### config.mk
export PLATFORM = sky130hd
export DESIGN_NAME = rmii_rx_flat
export DESIGN_NICKNAME = d
export VERILOG_FILES = /design/src/rtl/rmii_rx_pkg.sv /design/src/rtl/rmii_rx_if.sv /design/src/rtl/rmii_crc32_dibit.sv /design/src/rtl/rmii_rx.sv /design/src/flat_wrapper.sv
export SDC_FILE = /design/constraint.sdc
export NUM_CORES = 1
export LEC_CHECK = 0
export CAP_MARGIN = 20
export CORE_AREA = 3 3 134 123
export CTS_CLUSTER_DIAMETER = 150
export CTS_CLUSTER_SIZE = 8
export DETAILED_ROUTE_END_ITERATION = 8
export DIE_AREA = 0 0 137 126
export GPL_TIMING_DRIVEN = 0
export PLACE_DENSITY_LB_ADDON = 0.2
export SLEW_MARGIN = 10
export SYNTH_ARGS = -nofsm -noshare
export SYNTH_HDL_FRONTEND = slang
export SYNTH_SLANG_ARGS = --single-unit
### constraint.sdc
create_clock -name clk_50MHz -period 2.5 [get_ports clk_50MHz]
set_input_delay 0.5 -clock clk_50MHz [delete_from_list [all_inputs] [get_ports clk_50MHz]]
set_output_delay 0.5 -clock clk_50MHz [all_outputs]
set_load 0.05 [all_outputs]
### src/rtl/rmii_rx_pkg.sv
// Shared types and constants for the RMII receive path.
// Includes the bitwise CRC-32 dibit step used by the FCS checker.
package rmii_rx_pkg;

   typedef enum logic [1:0] {
      S_IDLE,
      S_PRE,
      S_DATA,
      S_DROP
   } rx_state_t;

   localparam logic [1:0]  PREAMBLE_DIBIT = 2'b01;
   localparam logic [1:0]  SFD_DIBIT      = 2'b11;
   localparam logic [31:0] CRC32_POLY     = 32'hEDB8_8320;
   localparam logic [31:0] CRC32_RESIDUE  = 32'hDEBB_20E3;
   localparam logic [31:0] CRC32_INIT     = 32'hFFFF_FFFF;

   // Reflected CRC step; bit 0 of the dibit is first on the wire.
   function automatic logic [31:0] crc32_dibit(
      input logic [31:0] c,
      input logic [1:0]  d
   );
      logic [31:0] r;
      logic        fb;
      r = c;
      for (int i = 0; i < 2; i++) begin
         fb = r[0] ^ d[i];
         r  = r >> 1;
         if (fb) r = r ^ CRC32_POLY;
      end
      return r;
   endfunction

endpackage

### src/rtl/rmii_rx_if.sv
// Received byte stream plus end-of-frame status bundle.
// master = receiver front end, slave = consumer.
interface rmii_rx_if;

   logic [7:0]  rx_data;
   logic        rx_valid;
   logic        rx_sof;
   logic        rx_eof;
   logic        rx_crc_ok;
   logic        rx_err;
   logic [10:0] frame_len;
   logic [15:0] frame_cnt;

   modport master (
      output rx_data, rx_valid, rx_sof, rx_eof,
      output rx_crc_ok, rx_err, frame_len, frame_cnt
   );

   modport slave (
      input rx_data, rx_valid, rx_sof, rx_eof,
      input rx_crc_ok, rx_err, frame_len, frame_cnt
   );

endinterface

### src/rtl/rmii_crc32_dibit.sv
// CRC-32 register advanced two bits per clock.
// clear wins over enable and reloads the all-ones seed.
module rmii_crc32_dibit
   import rmii_rx_pkg::*;
(
   input  logic        clk_50MHz,
   input  logic        reset_n,
   input  logic        clear,
   input  logic        enable,
   input  logic [1:0]  din,
   output logic [31:0] crc
);

   // CRC state register
   always_ff @(posedge clk_50MHz or negedge reset_n) begin
      if (!reset_n)    crc <= CRC32_INIT;
      else if (clear)  crc <= CRC32_INIT;
      else if (enable) crc <= crc32_dibit(crc, din);
   end

endmodule

### src/rtl/rmii_rx.sv
// RMII receive front end: strips preamble/SFD, assembles bytes,
// checks FCS and length, reports status on a one-cycle rx_eof.
module rmii_rx
   import rmii_rx_pkg::*;
#(
   parameter int MIN_FRAME    = 64,
   parameter int MAX_FRAME    = 1518,
   parameter int PREAMBLE_MIN = 8
) (
   input  logic      clk_50MHz,
   input  logic      reset_n,
   input  logic      CRS_DV,
   input  logic      RX0,
   input  logic      RX1,
   rmii_rx_if.master rx
);

   logic        s_dv;
   logic [1:0]  s_d;
   rx_state_t   state_q, state_d;
   logic [4:0]  pre_cnt;
   logic [1:0]  phase;
   logic [10:0] byte_cnt;
   logic [5:0]  byte_sr;
   logic [31:0] crc_state, crc_lat, crc_byte;
   logic        crc_clr, crc_en;
   logic        byte_done, eof_set, align_err, ovf;
   logic        err_d, ok_d;

   rmii_crc32_dibit u_crc (
      .clk_50MHz (clk_50MHz),
      .reset_n   (reset_n),
      .clear     (crc_clr),
      .enable    (crc_en),
      .din       (s_d),
      .crc       (crc_state)
   );

   // Alignment-error frames are judged on the CRC at the last whole byte
   assign crc_byte = (phase == 2'd0) ? crc_state : crc_lat;
   assign err_d = ovf | align_err | (byte_cnt < 11'(MIN_FRAME));
   assign ok_d  = !ovf && (crc_byte == CRC32_RESIDUE);

   // Input pin register
   always_ff @(posedge clk_50MHz or negedge reset_n) begin
      if (!reset_n) begin
         s_dv <= 1'b0;
         s_d  <= 2'b00;
      end else begin
         s_dv <= CRS_DV;
         s_d  <= {RX1, RX0};
      end
   end

   // FSM state register
   always_ff @(posedge clk_50MHz or negedge reset_n) begin
      if (!reset_n) state_q <= S_IDLE;
      else          state_q <= state_d;
   end

   // Next state and per-dibit control strobes
   always_comb begin
      state_d   = state_q;
      crc_clr   = 1'b0;
      crc_en    = 1'b0;
      byte_done = 1'b0;
      eof_set   = 1'b0;
      align_err = 1'b0;
      ovf       = 1'b0;
      unique case (state_q)
         S_IDLE: begin
            if (s_dv && s_d == PREAMBLE_DIBIT) state_d = S_PRE;
         end
         S_PRE: begin
            if (!s_dv) begin
               state_d = S_IDLE;
            end else if (s_d == PREAMBLE_DIBIT) begin
               state_d = S_PRE;
            end else if (s_d == SFD_DIBIT &&
                         pre_cnt >= 5'(PREAMBLE_MIN)) begin
               state_d = S_DATA;
               crc_clr = 1'b1;
            end else begin
               state_d = S_IDLE;
            end
         end
         S_DATA: begin
            if (!s_dv) begin
               state_d   = S_IDLE;
               eof_set   = 1'b1;
               align_err = (phase != 2'd0);
            end else begin
               crc_en = 1'b1;
               if (phase == 2'd3) begin
                  if (byte_cnt == 11'(MAX_FRAME)) begin
                     ovf     = 1'b1;
                     eof_set = 1'b1;
                     state_d = S_DROP;
                  end else begin
                     byte_done = 1'b1;
                  end
               end
            end
         end
         S_DROP: begin
            if (!s_dv) state_d = S_IDLE;
         end
      endcase
   end

   // Preamble counter, dibit assembler, length counter, CRC snapshot
   always_ff @(posedge clk_50MHz or negedge reset_n) begin
      if (!reset_n) begin
         pre_cnt  <= 5'd0;
         phase    <= 2'd0;
         byte_cnt <= 11'd0;
         byte_sr  <= 6'd0;
         crc_lat  <= CRC32_INIT;
      end else begin
         if (state_q == S_IDLE)
            pre_cnt <= 5'd1;
         else if (state_q == S_PRE && s_d == PREAMBLE_DIBIT &&
                  pre_cnt != 5'd31)
            pre_cnt <= pre_cnt + 5'd1;
         if (crc_clr) begin
            phase    <= 2'd0;
            byte_cnt <= 11'd0;
         end else if (crc_en) begin
            phase   <= phase + 2'd1;
            byte_sr <= {s_d, byte_sr[5:2]};
         end
         if (byte_done) byte_cnt <= byte_cnt + 11'd1;
         if (state_q == S_DATA && phase == 2'd0) crc_lat <= crc_state;
      end
   end

   // Byte stream and end-of-frame status outputs
   always_ff @(posedge clk_50MHz or negedge reset_n) begin
      if (!reset_n) begin
         rx.rx_data   <= 8'd0;
         rx.rx_valid  <= 1'b0;
         rx.rx_sof    <= 1'b0;
         rx.rx_eof    <= 1'b0;
         rx.rx_crc_ok <= 1'b0;
         rx.rx_err    <= 1'b0;
         rx.frame_len <= 11'd0;
         rx.frame_cnt <= 16'd0;
      end else begin
         rx.rx_valid <= byte_done;
         rx.rx_sof   <= byte_done && (byte_cnt == 11'd0);
         rx.rx_eof   <= eof_set;
         if (byte_done) rx.rx_data <= {s_d, byte_sr};
         if (eof_set) begin
            rx.frame_len <= byte_cnt;
            rx.rx_err    <= err_d;
            rx.rx_crc_ok <= ok_d;
            if (ok_d && !err_d) rx.frame_cnt <= rx.frame_cnt + 16'd1;
         end
      end
   end

endmodule
### src/flat_wrapper.sv
// flat-port wrapper written by rule: the top's interface ports become plain ports
module rmii_rx_flat import rmii_rx_pkg::*;
#(
   parameter int MIN_FRAME    = 64,
   parameter int MAX_FRAME    = 1518,
   parameter int PREAMBLE_MIN = 8
)
  (clk_50MHz, reset_n, CRS_DV, RX0, RX1, rx_rx_data, rx_rx_valid, rx_rx_sof, rx_rx_eof, rx_rx_crc_ok, rx_rx_err, rx_frame_len, rx_frame_cnt);
  rmii_rx_if rx_i ();
  input  logic clk_50MHz;
  input  logic reset_n;
  input  logic CRS_DV;
  input  logic RX0;
  input  logic RX1;
  output wire logic [$bits(rx_i.rx_data)-1:0] rx_rx_data;
  output wire logic [$bits(rx_i.rx_valid)-1:0] rx_rx_valid;
  output wire logic [$bits(rx_i.rx_sof)-1:0] rx_rx_sof;
  output wire logic [$bits(rx_i.rx_eof)-1:0] rx_rx_eof;
  output wire logic [$bits(rx_i.rx_crc_ok)-1:0] rx_rx_crc_ok;
  output wire logic [$bits(rx_i.rx_err)-1:0] rx_rx_err;
  output wire logic [$bits(rx_i.frame_len)-1:0] rx_frame_len;
  output wire logic [$bits(rx_i.frame_cnt)-1:0] rx_frame_cnt;
  assign rx_rx_data = rx_i.rx_data;
  assign rx_rx_valid = rx_i.rx_valid;
  assign rx_rx_sof = rx_i.rx_sof;
  assign rx_rx_eof = rx_i.rx_eof;
  assign rx_rx_crc_ok = rx_i.rx_crc_ok;
  assign rx_rx_err = rx_i.rx_err;
  assign rx_frame_len = rx_i.frame_len;
  assign rx_frame_cnt = rx_i.frame_cnt;
  rmii_rx #(.MIN_FRAME(MIN_FRAME), .MAX_FRAME(MAX_FRAME), .PREAMBLE_MIN(PREAMBLE_MIN)) u_core (.clk_50MHz(clk_50MHz), .reset_n(reset_n), .CRS_DV(CRS_DV), .RX0(RX0), .RX1(RX1), .rx(rx_i));
endmodule
Word-level counts from Yosys, hierarchy flattened
Cells that the tools add are included.
{"block": "word_totals", "register_bits": 133, "input_bits": 5, "out_inout_bits": 40, "elab_cells": 103}
{"block": "op_classes", "n_addsub": 4, "order_cmp": 2, "n_eq_ne": 13, "muxes": 40, "n_bitwise": 7, "reduce_logical": 20}
{"cell": "32-bit two-way mux", "n": 7}
{"cell": "32-bit == test, second input constant", "n": 1}
{"cell": "13-bit inverter with 14-bit output", "n": 2}
{"cell": "11-bit two-way mux", "n": 2}
{"cell": "2-bit two-way mux", "n": 10}
{"cell": "1-bit two-way mux", "n": 18}
{"cell": "16-bit by 1-bit adder with 16-bit output, second input constant", "n": 1}
{"cell": "11-bit by 1-bit adder with 11-bit output, second input constant", "n": 1}
{"cell": "11-bit == test, second input constant", "n": 1}
{"cell": "11-bit logical NOT", "n": 1}
{"cell": "11-bit by 7-bit less-than comparator with 1-bit output, second input constant", "n": 1}
{"cell": "5-bit two-way mux", "n": 2}
{"cell": "2-bit == test, second input constant", "n": 4}
{"cell": "1-bit logical AND", "n": 8}
{"cell": "2-bit case mux with 4 select lines", "n": 1}
{"cell": "2-bit nonzero test", "n": 4}
{"cell": "3-bit inequality test, second input constant", "n": 2}
{"cell": "5-bit by 1-bit adder with 5-bit output, second input constant", "n": 1}
{"cell": "5-bit by 4-bit >= comparator with 1-bit output, second input constant", "n": 1}
{"cell": "5-bit inequality test, second input constant", "n": 1}
{"cell": "2-bit by 1-bit == test with 1-bit output, second input constant", "n": 2}
{"cell": "2-bit logical NOT", "n": 2}
{"cell": "2-bit AND reduction", "n": 2}
{"cell": "4-bit AND reduction", "n": 1}
{"cell": "other kinds (7)", "n": 10}

Depth between registers and ports, before layout
Gate-level depths: netlist of the first run.
{"block": "logic_depth", "depth_word": 11, "ltp_mapped": 10, "depth_no_buf": 8}

Hierarchy
Synthesis of the first run repeated with hierarchy kept, for this count alone.
{"block": "unflattened", "cells_unflattened": 515, "area_unflattened_um2": 6262.3}
{"module": "rmii_rx", "n_inst": 1, "cells_per_inst": 385, "area_per_inst_um2": 4596.9, "seq_area_each_um2": 2567.5}
{"module": "rmii_crc32_dibit", "n_inst": 1, "cells_per_inst": 130, "area_per_inst_um2": 1665.3, "seq_area_each_um2": 840.8}

Worst setup path before layout of the first run
No wires, ideal clock.
{"block": "synth_path", "path_kind": "flip-flop to flip-flop", "startpoint": "register u_core.phase[0]", "endpoint": "register u_core.rx.frame_cnt[14]", "setup_time_ps": 82, "arrival_ps": 2087, "required_ps": 2418, "setup_slack_ps": 332, "path_stages_with_launch": 9, "path_buffers": 1, "period_less_slack_ps": 2168, "cell_sequence": "dfrtp_1 inv_1 ha_1 or3_1 nor4_2 o211ai_2 buf_6 nor4_4 xor2_1"}
{"block": "synth_via", "elab_chain_len": 9, "word_cells_on_any_way": 19, "classes_between": "eq/ne: 2; mux: 8; bitwise: 2; reduce/logical: 7"}
{"element": "start, declared", "line": "rmii_rx.sv:22", "text": "logic [1:0] phase;"}
{"element": "start signal, assigned", "line": "rmii_rx.sv:129", "text": "phase <= phase + 2'd1;"}
{"element": "2-bit == test", "line": "rmii_rx.sv:94", "text": "if (phase == 2'd3) begin"}
{"element": "1-bit two-way mux", "line": "rmii_rx.sv:94"}
{"element": "1-bit two-way mux", "line": "rmii_rx.sv:88", "text": "if (!s_dv) begin"}
{"element": "1-bit two-way mux", "line": "rmii_rx.sv:70", "text": "unique case (state_q)"}
{"element": "1-bit bitwise OR (2 in a row)", "line": "rmii_rx.sv:41", "text": "assign err_d = ovf | align_err | (byte_cnt < 11'(MIN_FRAME));"}
{"element": "1-bit logical NOT", "line": "rmii_rx.sv:157", "text": "if (ok_d && !err_d) rx.frame_cnt <= rx.frame_cnt + 16'd1;"}
{"element": "1-bit logical AND", "line": "rmii_rx.sv:157"}
{"element": "2-bit AND reduction (no source line) (*)"}
{"element": "end signal, assigned", "line": "rmii_rx.sv:157"}
{"element": "end, declared", "line": "rmii_rx_if.sv:16", "text": "output rx_crc_ok, rx_err, frame_len, frame_cnt"}
Mark *: on every way between the ends. The rest lies on a longest branch, timed or not.
A chain may end at the register's enable or synchronous reset.

Worst setup path after layout of the first run
Ends and elaborated chain as after synthesis.

==> results of run 1 <==
[timing repair]
| item | 4_1_cts | 5_1_grt |
|---|---|---|
| resized for setup | 9 | 6 |
| pin swaps | 1 | 1 |
| endpoints found under the setup margin | 25 | 23 |
| buffers inserted | 0 | 2 |
[cells in the mapped netlist, types with 2 or more instances]
cell / count / area, um^2
inv_1: 7 / 26.3
xnor2_1: 20 / 175
and4_1: 5 / 43.8
nand2b_1: 3 / 18.8
nand4_1: 8 / 50.1
buf_1: 6 / 22.5
xor2_4: 2 / 55.1
nor3_1: 11 / 55.1
dfstp_2: 64 / 1680
buf_6: 2 / 22.5
and3_1: 3 / 18.8
mux2i_1: 3 / 30.0
and2_1: 2 / 12.5
nor2b_1: 3 / 18.8
nor2_1: 30 / 113
nand4bb_1: 2 / 22.5
and4bb_2: 2 / 25.0
o31ai_1: 3 / 22.5
mux2_2: 43 / 484
nor4_1: 8 / 50.1
nor4b_1: 2 / 17.5
o21ai_0: 30 / 150
nand4b_1: 5 / 43.8
ha_1: 8 / 100
nand2_1: 100 / 375
xor2_1: 18 / 158
or3_1: 3 / 18.8
clkbuf_1: 13 / 48.8
a22oi_1: 19 / 143
nand3_1: 13 / 65.1
dfrtp_1: 69 / 1730
[placed cells by master (no fill, tap or decap), types with 2 or more instances in the layout]
cell type,instances
nand4bb_1,2
bufinv_16,5
and3_1,3
or3_1,3
clkbuf_1,15
a22oi_1,19
xor2_4,2
buf_6,3
buf_4,3
mux2_2,43
o31ai_1,3
clkbuf_16,17
nor4_4,3
nand3_1,13
clkdlybuf4s50_1,43
nor2_1,29
nand4b_1,5
clkinv_2,4
mux2i_1,3
and2_1,2
nor4b_2,2
nand2_1,100
nand4_1,8
nor4_1,7
nand2b_1,3
nor2b_1,3
dfrtp_1,69
clkinvlp_4,2
xor2_1,18
xnor2_1,20
inv_1,7
o21ai_0,30
and4_1,5
ha_1,7
nor3_1,10
buf_1,6
dfstp_2,64
and4bb_2,2
[final timing paths]
kind,from,to,slack [ns]
min in group clk_50MHz,u_core.rx.rx_data[7]$_DFFE_PN0P_,u_core.rx.rx_data[7]$_DFFE_PN0P_,0.47
max in group asynchronous,reset_n,u_core.crc_lat[8]$_DFFE_PN1P_,1.66
hold / removal,reset_n,u_core.byte_sr[3]$_DFFE_PN0P_,0.04
setup / recovery,u_core.phase[0]$_DFFE_PN0N_,u_core.rx.frame_cnt[14]$_DFFE_PN0P_,0.15
setup reg to reg,u_core.phase[0]$_DFFE_PN0N_,u_core.rx.frame_cnt[14]$_DFFE_PN0P_,0.15
hold reg to reg,u_core.rx.rx_data[7]$_DFFE_PN0P_,u_core.rx.rx_data[7]$_DFFE_PN0P_,0.47
[area by class of cell]
cell class | instances | area [um^2] | area share [%]
Buffer | 22 | 104 | 1.40
Clock buffer | 22 | 454 | 6.10
Clock inverter | 10 | 178 | 2.39
Inverter | 8 | 33.8 | 0.454
Multi-Input combinational cell | 364 | 2530 | 34.0
Sequential cell | 133 | 3410 | 45.8
Tap cell | 202 | 253 | 3.40
Timing Repair Buffer | 47 | 484 | 6.51
[kinds of logic after synthesis]
| family | count (synthesis) |
|---|---|
| simple gates | 208 |
| flops | 133 |
| compound gates | 61 |
| mux | 46 |
| xor+xnor | 41 |
| buf+inv | 31 |
| fa+ha+maj | 8 |
[where the power goes]
part,switching [mW],total (mW),internal [mW]
Combinational,0.0636,0.0925,0.0288
Clock,0.885,2.67,1.79
Sequential,0.00897,2.17,2.16
Total,0.958,4.94,3.98
[critical path, delay by kind of cell (launching register included)]
kind,cells,cell delay (ns)
adders and majority gates,1,0.21
DFF,1,0.40
buffers and inverters,2,0.29
AOI/OAI and AO/OA,1,0.18
xor gates and xnor gates,1,0.18
and+or+nand+nor,3,0.99
[state kept, by name, indices dropped and copies added, names as in the netlist]
signal	flops
u_core.rx.rx_crc_ok	1
u_core.rx.frame_len	11
u_core.rx.rx_eof	1
u_core.rx.frame_cnt	16
u_core.s_d	2
u_core.state_q	2
u_core.rx.rx_sof	1
u_core.rx.rx_err	1
u_core.byte_sr	6
u_core.rx.rx_data	8
u_core.u_crc.crc	32
u_core.crc_lat	32
u_core.rx.rx_valid	1
u_core.pre_cnt	5
u_core.s_dv	1
u_core.phase	2
u_core.byte_cnt	11
[stage by stage]
step           std cells  total power [mW]  utilization (%)  hold slack [ns]  worst slack [ns]
2_1_floorplan        528              2.24                -            0.204             0.332
5_1_grt              808              5.11             48.7           0.0711           -0.0432
4_1_cts              807              5.00             48.4           0.0459            0.0559
3_3_place_gp         774              2.29             43.8            0.458             -4.20
3_5_place_dp         775              2.30             43.9            0.461            -0.213
6_report             808              4.94             48.7           0.0438             0.154
[layer usage]
| layer | global-route usage [%] | share of wire, % | vias up |
|---|---|---|---|
| li1 | - | - | 1972 |
| met1 | 24.1 | 50 | 2041 |
| met2 | 24.4 | 45 | 67 |
| met3 | 4.31 | 3.5 | 13 |
| met4 | 6.51 | 1.1 | 0 |
| met5 | 0 | 0 | - |
==> run_results.csv, run 1 <==
group,metric,value,unit
logic_synthesis,synthSimpleGateAreaFrac,17.2,%
logic_synthesis,synth_mux_area_share,8.58,%
finish,drive_gt1_share,26.9,%
logic_synthesis,synth_edf_count,0,
clock_tree,cts_tree,"done",
finish,antenna_cells,0,
critical_path,path_cells,"inv_1 -> ha_4 -> or3_1 -> nor4_4 -> o211ai_4 -> buf_6 -> nor4_4 -> xor2_1",
sta,rsz0062_at_grt,"yes",
critical_path,worstPathArrival,2.69,ns
grt,grt_max_degree,79,
detailed_routing,antenna_left,0,
placement,placed_area,6710,um^2
placement,place.port_buffers,44,
sta,setup_viol,0,
grt,grt.overflow.total,0,
critical_path,worst-path-max-fanout,10,
die,die_w,137,um
power,power.density,663,nW/um^2
finish,fillers,1379,
clock_tree,cts.sinks,133,
logic_synthesis,yosysSeqAreaShare,56.9,%
clock_tree,cts.clk_slew.worst_paths,0.06,ns
logic_synthesis,synth_cells,528,
logic_synthesis,synth_compound_area_share,6.62,%
sta,tightest_slew,0.898,ns
clock_tree,h-tree-depth,4,
logic_synthesis,syn_nets,541,
die,fp-row-count,43,
logic_synthesis,ys_ff_latch,133,
clock_tree,clockBufferDepth,2,
grt,first_global_vias,4268,
logic_synthesis,synth_ff_type,"dfrtp_1",
detailed_routing,detail_route.wl_per_cell,16.5,um
logic_synthesis,synth_adder_area_share,1.67,%
sta,finClkSkew,0.0131,ns
finish,synthToLayoutAreaGrowth,24.2,%
clock_tree,clock-root-buffer,"clkbuf_16",
grt,antenna_found_initial,0,
clock_tree,cts_buffers,17,
detailed_routing,drc_errors,0,
logic_synthesis,netlist_area,5990,um^2
grt,grt_usage,16.8,%
logic_synthesis,synth-xor-area-share,6.74,%
critical_path,cp.required,2.84,ns
logic_synthesis,synth.distinct_cells,52,
critical_path,path_class,"reg -> reg",
critical_path,max_stage_delay,0.45,ns
worst_hold_path,hp-class,"in -> async",
die,core_area,15300,um^2
logic_synthesis,async_flop_share,100,%
detailed_routing,via_per_inst,5.07,
power,max-vdd-ir-drop,0.530,mV
die,dieArea,17300,um^2
detailed_routing,wirelength,13300,um
sta,tns,0,ns
sta,fmax,0.426,GHz
die,start_util,39.2,%
status,outcome,"finished, final reports clean",
sta,slew_headroom,39.7,%
sta,fin_crit,2.35,ns
die,die_y,126,um
grt,grt_pass1_wl,22600,um
power,leakage,3.24,nW
finish,design_area,7440,um^2
critical_path,endpoint_kind,"register",
detailed_routing,dr_total_vias,4093,
finish,fin_nets,606,
logic_synthesis,avgSynthCellArea,11.3,um^2
placement,place.gp.congestion,0.825,
run,drv_cap,0,
critical_path,rr_worst_depth,8,
logic_synthesis,synth_top_family_by_area,"simple AND/OR/NAND/NOR gates",
clock_tree,hold_buffers,0,
sta,timing.final.crit_share,93.8,%
sta,hold_viol,0,
critical_path,crit_top_cell,"nor4_4",
clock_tree,worst_skew_pair.late_latency,0.43,ns
sta,slew_violations,0,
detailed_routing,firstDrtPassIters,4,
critical_path,start_kind,"register",
logic_synthesis,yosys_warnings,0,
critical_path,cp_slowest_cell,"or3_1",
detailed_routing,dr.first_iter.drc_count,237,
placement,dpl.hpwl,8960,um
die,pin_count,45,
Power figures use the tool's default switching activity.
==> run 2, diff against run 1 <==
--- a/config.mk
+++ b/config.mk
@@ -11,7 +11,6 @@
 export CTS_CLUSTER_SIZE = 8
 export DETAILED_ROUTE_END_ITERATION = 8
 export DIE_AREA = 0 0 137 126
-export GPL_TIMING_DRIVEN = 0
 export PLACE_DENSITY_LB_ADDON = 0.2
 export SLEW_MARGIN = 10
 export SYNTH_ARGS = -nofsm -noshare
==> run_results.csv, run 2 (synthesis results as in run 1) <==
group,metric,value,unit
status,outcome,"finished, final reports clean",
clock_tree,hold_buffers,0,
grt,grt_usage,15.9,%
sta,slew_headroom,50.4,%
placement,place_inst,763,
grt,grtUsageMet2,23.0,%
die,start_util,39.2,%
critical_path,max_stage_delay,0.39,ns
finish,final_cell_count_no_fill,795,
critical_path,endpoint_kind,"register",
critical_path,worstPathArrival,2.74,ns
critical_path,worst-path-max-fanout,12,
die,core_area,15300,um^2
run,drv_cap,0,
detailed_routing,firstDrtPassIters,4,
finish,layout_common_cells,"nand2_1 (100), dfrtp_1 (69), dfstp_2 (64), mux2_2 (43), clkdlybuf4s50_1 (43)",
power,power_frac_seq,44.9,%
power,p_int,3.86,mW
clock_tree,worst_skew_pair.late_latency,0.41,ns
sta,fin_crit,2.40,ns
clock_tree,clock-root-buffer,"clkbuf_16",
power,leakage,3.24,nW
die,die_y,126,um
clock_tree,post_cts_buffers,0,
critical_path,cp_slowest_cell,"dfrtp_1",
grt,grt.overflow.total,0,
finish,synthToLayoutAreaGrowth,22.5,%
critical_path,crit_top_cell,"buf_4",
worst_hold_path,hp-class,"in -> async",
finish,reg_top3,"u_core.crc_lat: 32 flops, u_core.u_crc.crc: 32 flops, u_core.rx.frame_cnt: 16 flops",
die,pin_count,45,
clock_tree,h-tree-depth,4,
sta,timing.final.crit_share,96.1,%
grt,grt_max_degree,134,
critical_path,cp.required,2.83,ns
power,clock_power_share,53.0,%
power,power.switching,0.969,mW
grt,grtUsageMet3,4.31,%
placement,place.port_buffers,44,
clock_tree,clockBufferDepth,2,
grt,first_global_vias,4155,
detailed_routing,via_per_inst,5.14,
finish,fillers,1364,
finish,fin_nets,593,
placement,place.gp.congestion,0.820,
detailed_routing,detail_route.wl_per_cell,16.4,um
grt,grt-busiest-layer,"met2",
detailed_routing,antenna_left,0,
finish,drive_gt1_share,28.3,%
critical_path,path_cells,"inv_1 -> ha_1 -> buf_4 -> nand4b_1 -> nor4_1 -> a41o_1 -> o211ai_4 -> buf_4 -> nor3_1 -> xor2_1",
sta,rsz0062_at_grt,"yes",
grt,use_met1,23.0,%
sta,setup_viol,0,
grt,antenna_found_initial,0,
detailed_routing,dr.first_iter.drc_count,342,
placement,dpl.hpwl,8260,um
clock_tree,ctsResizeCount,0,
grt,grt_pass1_wl,21700,um
clock_tree,cts_buffers,17,
sta,hold_viol,0,
critical_path,path_class,"reg -> reg",
power,sw_frac_of_total,20.1,%
clock_tree,cts.sinks,133,
clock_tree,cts_tree,"done",
power,power.density,658,nW/um^2
power,power_frac_comb,2.0,%
critical_path,start_kind,"register",
die,dieArea,17300,um^2
die,fp-row-count,43,
power,p_total,4.83,mW
sta,finClkSkew,0.00816,ns
detailed_routing,wirelength,13100,um
sta,fmax,0.416,GHz
die,die_w,137,um
detailed_routing,drc_errors,0,
finish,antenna_cells,0,
detailed_routing,dr_total_vias,4090,
clock_tree,cts.clk_slew.worst_paths,0.06,ns
sta,slew_violations,0,
finish,mostFrequentLayoutCell,"nand2_1",
sta,tightest_slew,0.741,ns
power,max-vdd-ir-drop,0.471,mV
run 2: power by group through the flow:
stage	Combinational (mW)	Sequential, mW	Clock [mW]
global placement	0.0998	2.20	0
CTS	0.102	2.17	2.62
detailed placement	0.101	2.20	0
global route	0.110	2.17	2.71
floorplan	0.0341	2.20	0
finish	0.0985	2.17	2.56
run 2: worst max-delay path: cells and delay by family (launching register included):
family / cells / cell delay [ns]
DFF: 1 / 0.39
xor gates and xnor gates: 1 / 0.19
and+or+nand+nor: 3 / 0.66
AOI/OAI and AO/OA: 2 / 0.41
buffers and inverters: 3 / 0.46
adders and majority gates: 1 / 0.21
run 2: layout make-up:
type	count	area (um^2)	area share [%]
tap	202	253	3.44
timing repair buffer	56	541	7.36
multi-input combinational	364	2500	34.0
clock inverter	9	124	1.69
sequential	133	3410	46.4
inverter	8	30.0	0.409
clock buffer	23	488	6.65
run 2: metal layers:
metal,up-vias,wire [um]
met4,0,184
li1,1944,-
met2,79,5950
met3,14,502
met1,2053,6420
met5,-,0
run 2: metrics by stage:
step / hold slack, ns / utilization, % / setup TNS (ns) / setup WS [ns] / instance area [um^2]
CTS: 0.219 / 47.7 / 0 / 0.0342 / 7290
finish: 0.159 / 48.0 / 0 / 0.0979 / 7340
global route: 0.250 / 48.0 / -0.0479 / -0.0479 / 7340
detailed placement: 0.463 / 43.7 / 0 / 0.0673 / 6680
global placement: 0.456 / 43.7 / 0 / 0.124 / 6680
floorplan: 0.204 / - / 0 / 0.332 / 5990
run 2: final timing paths:
kind | from | end | slack (ns) | cells past startpoint
hold / removal | reset_n | u_core.rx.rx_data[5]$_DFFE_PN0P_ | 0.16 | 2
min in group clk_50MHz | u_core.u_crc.crc[18]$_DFFE_PN1N_ | u_core.u_crc.crc[16]$_DFFE_PN1N_ | 0.47 | 2
max in group asynchronous | reset_n | u_core.s_d[0]$_DFF_PN0_ | 1.76 | 2
setup reg to reg | u_core.phase[1]$_DFFE_PN0N_ | u_core.rx.frame_cnt[8]$_DFFE_PN0P_ | 0.1 | 10
hold reg to reg | u_core.u_crc.crc[18]$_DFFE_PN1N_ | u_core.u_crc.crc[16]$_DFFE_PN1N_ | 0.47 | 2
setup / recovery | u_core.phase[1]$_DFFE_PN0N_ | u_core.rx.frame_cnt[8]$_DFFE_PN0P_ | 0.1 | 10
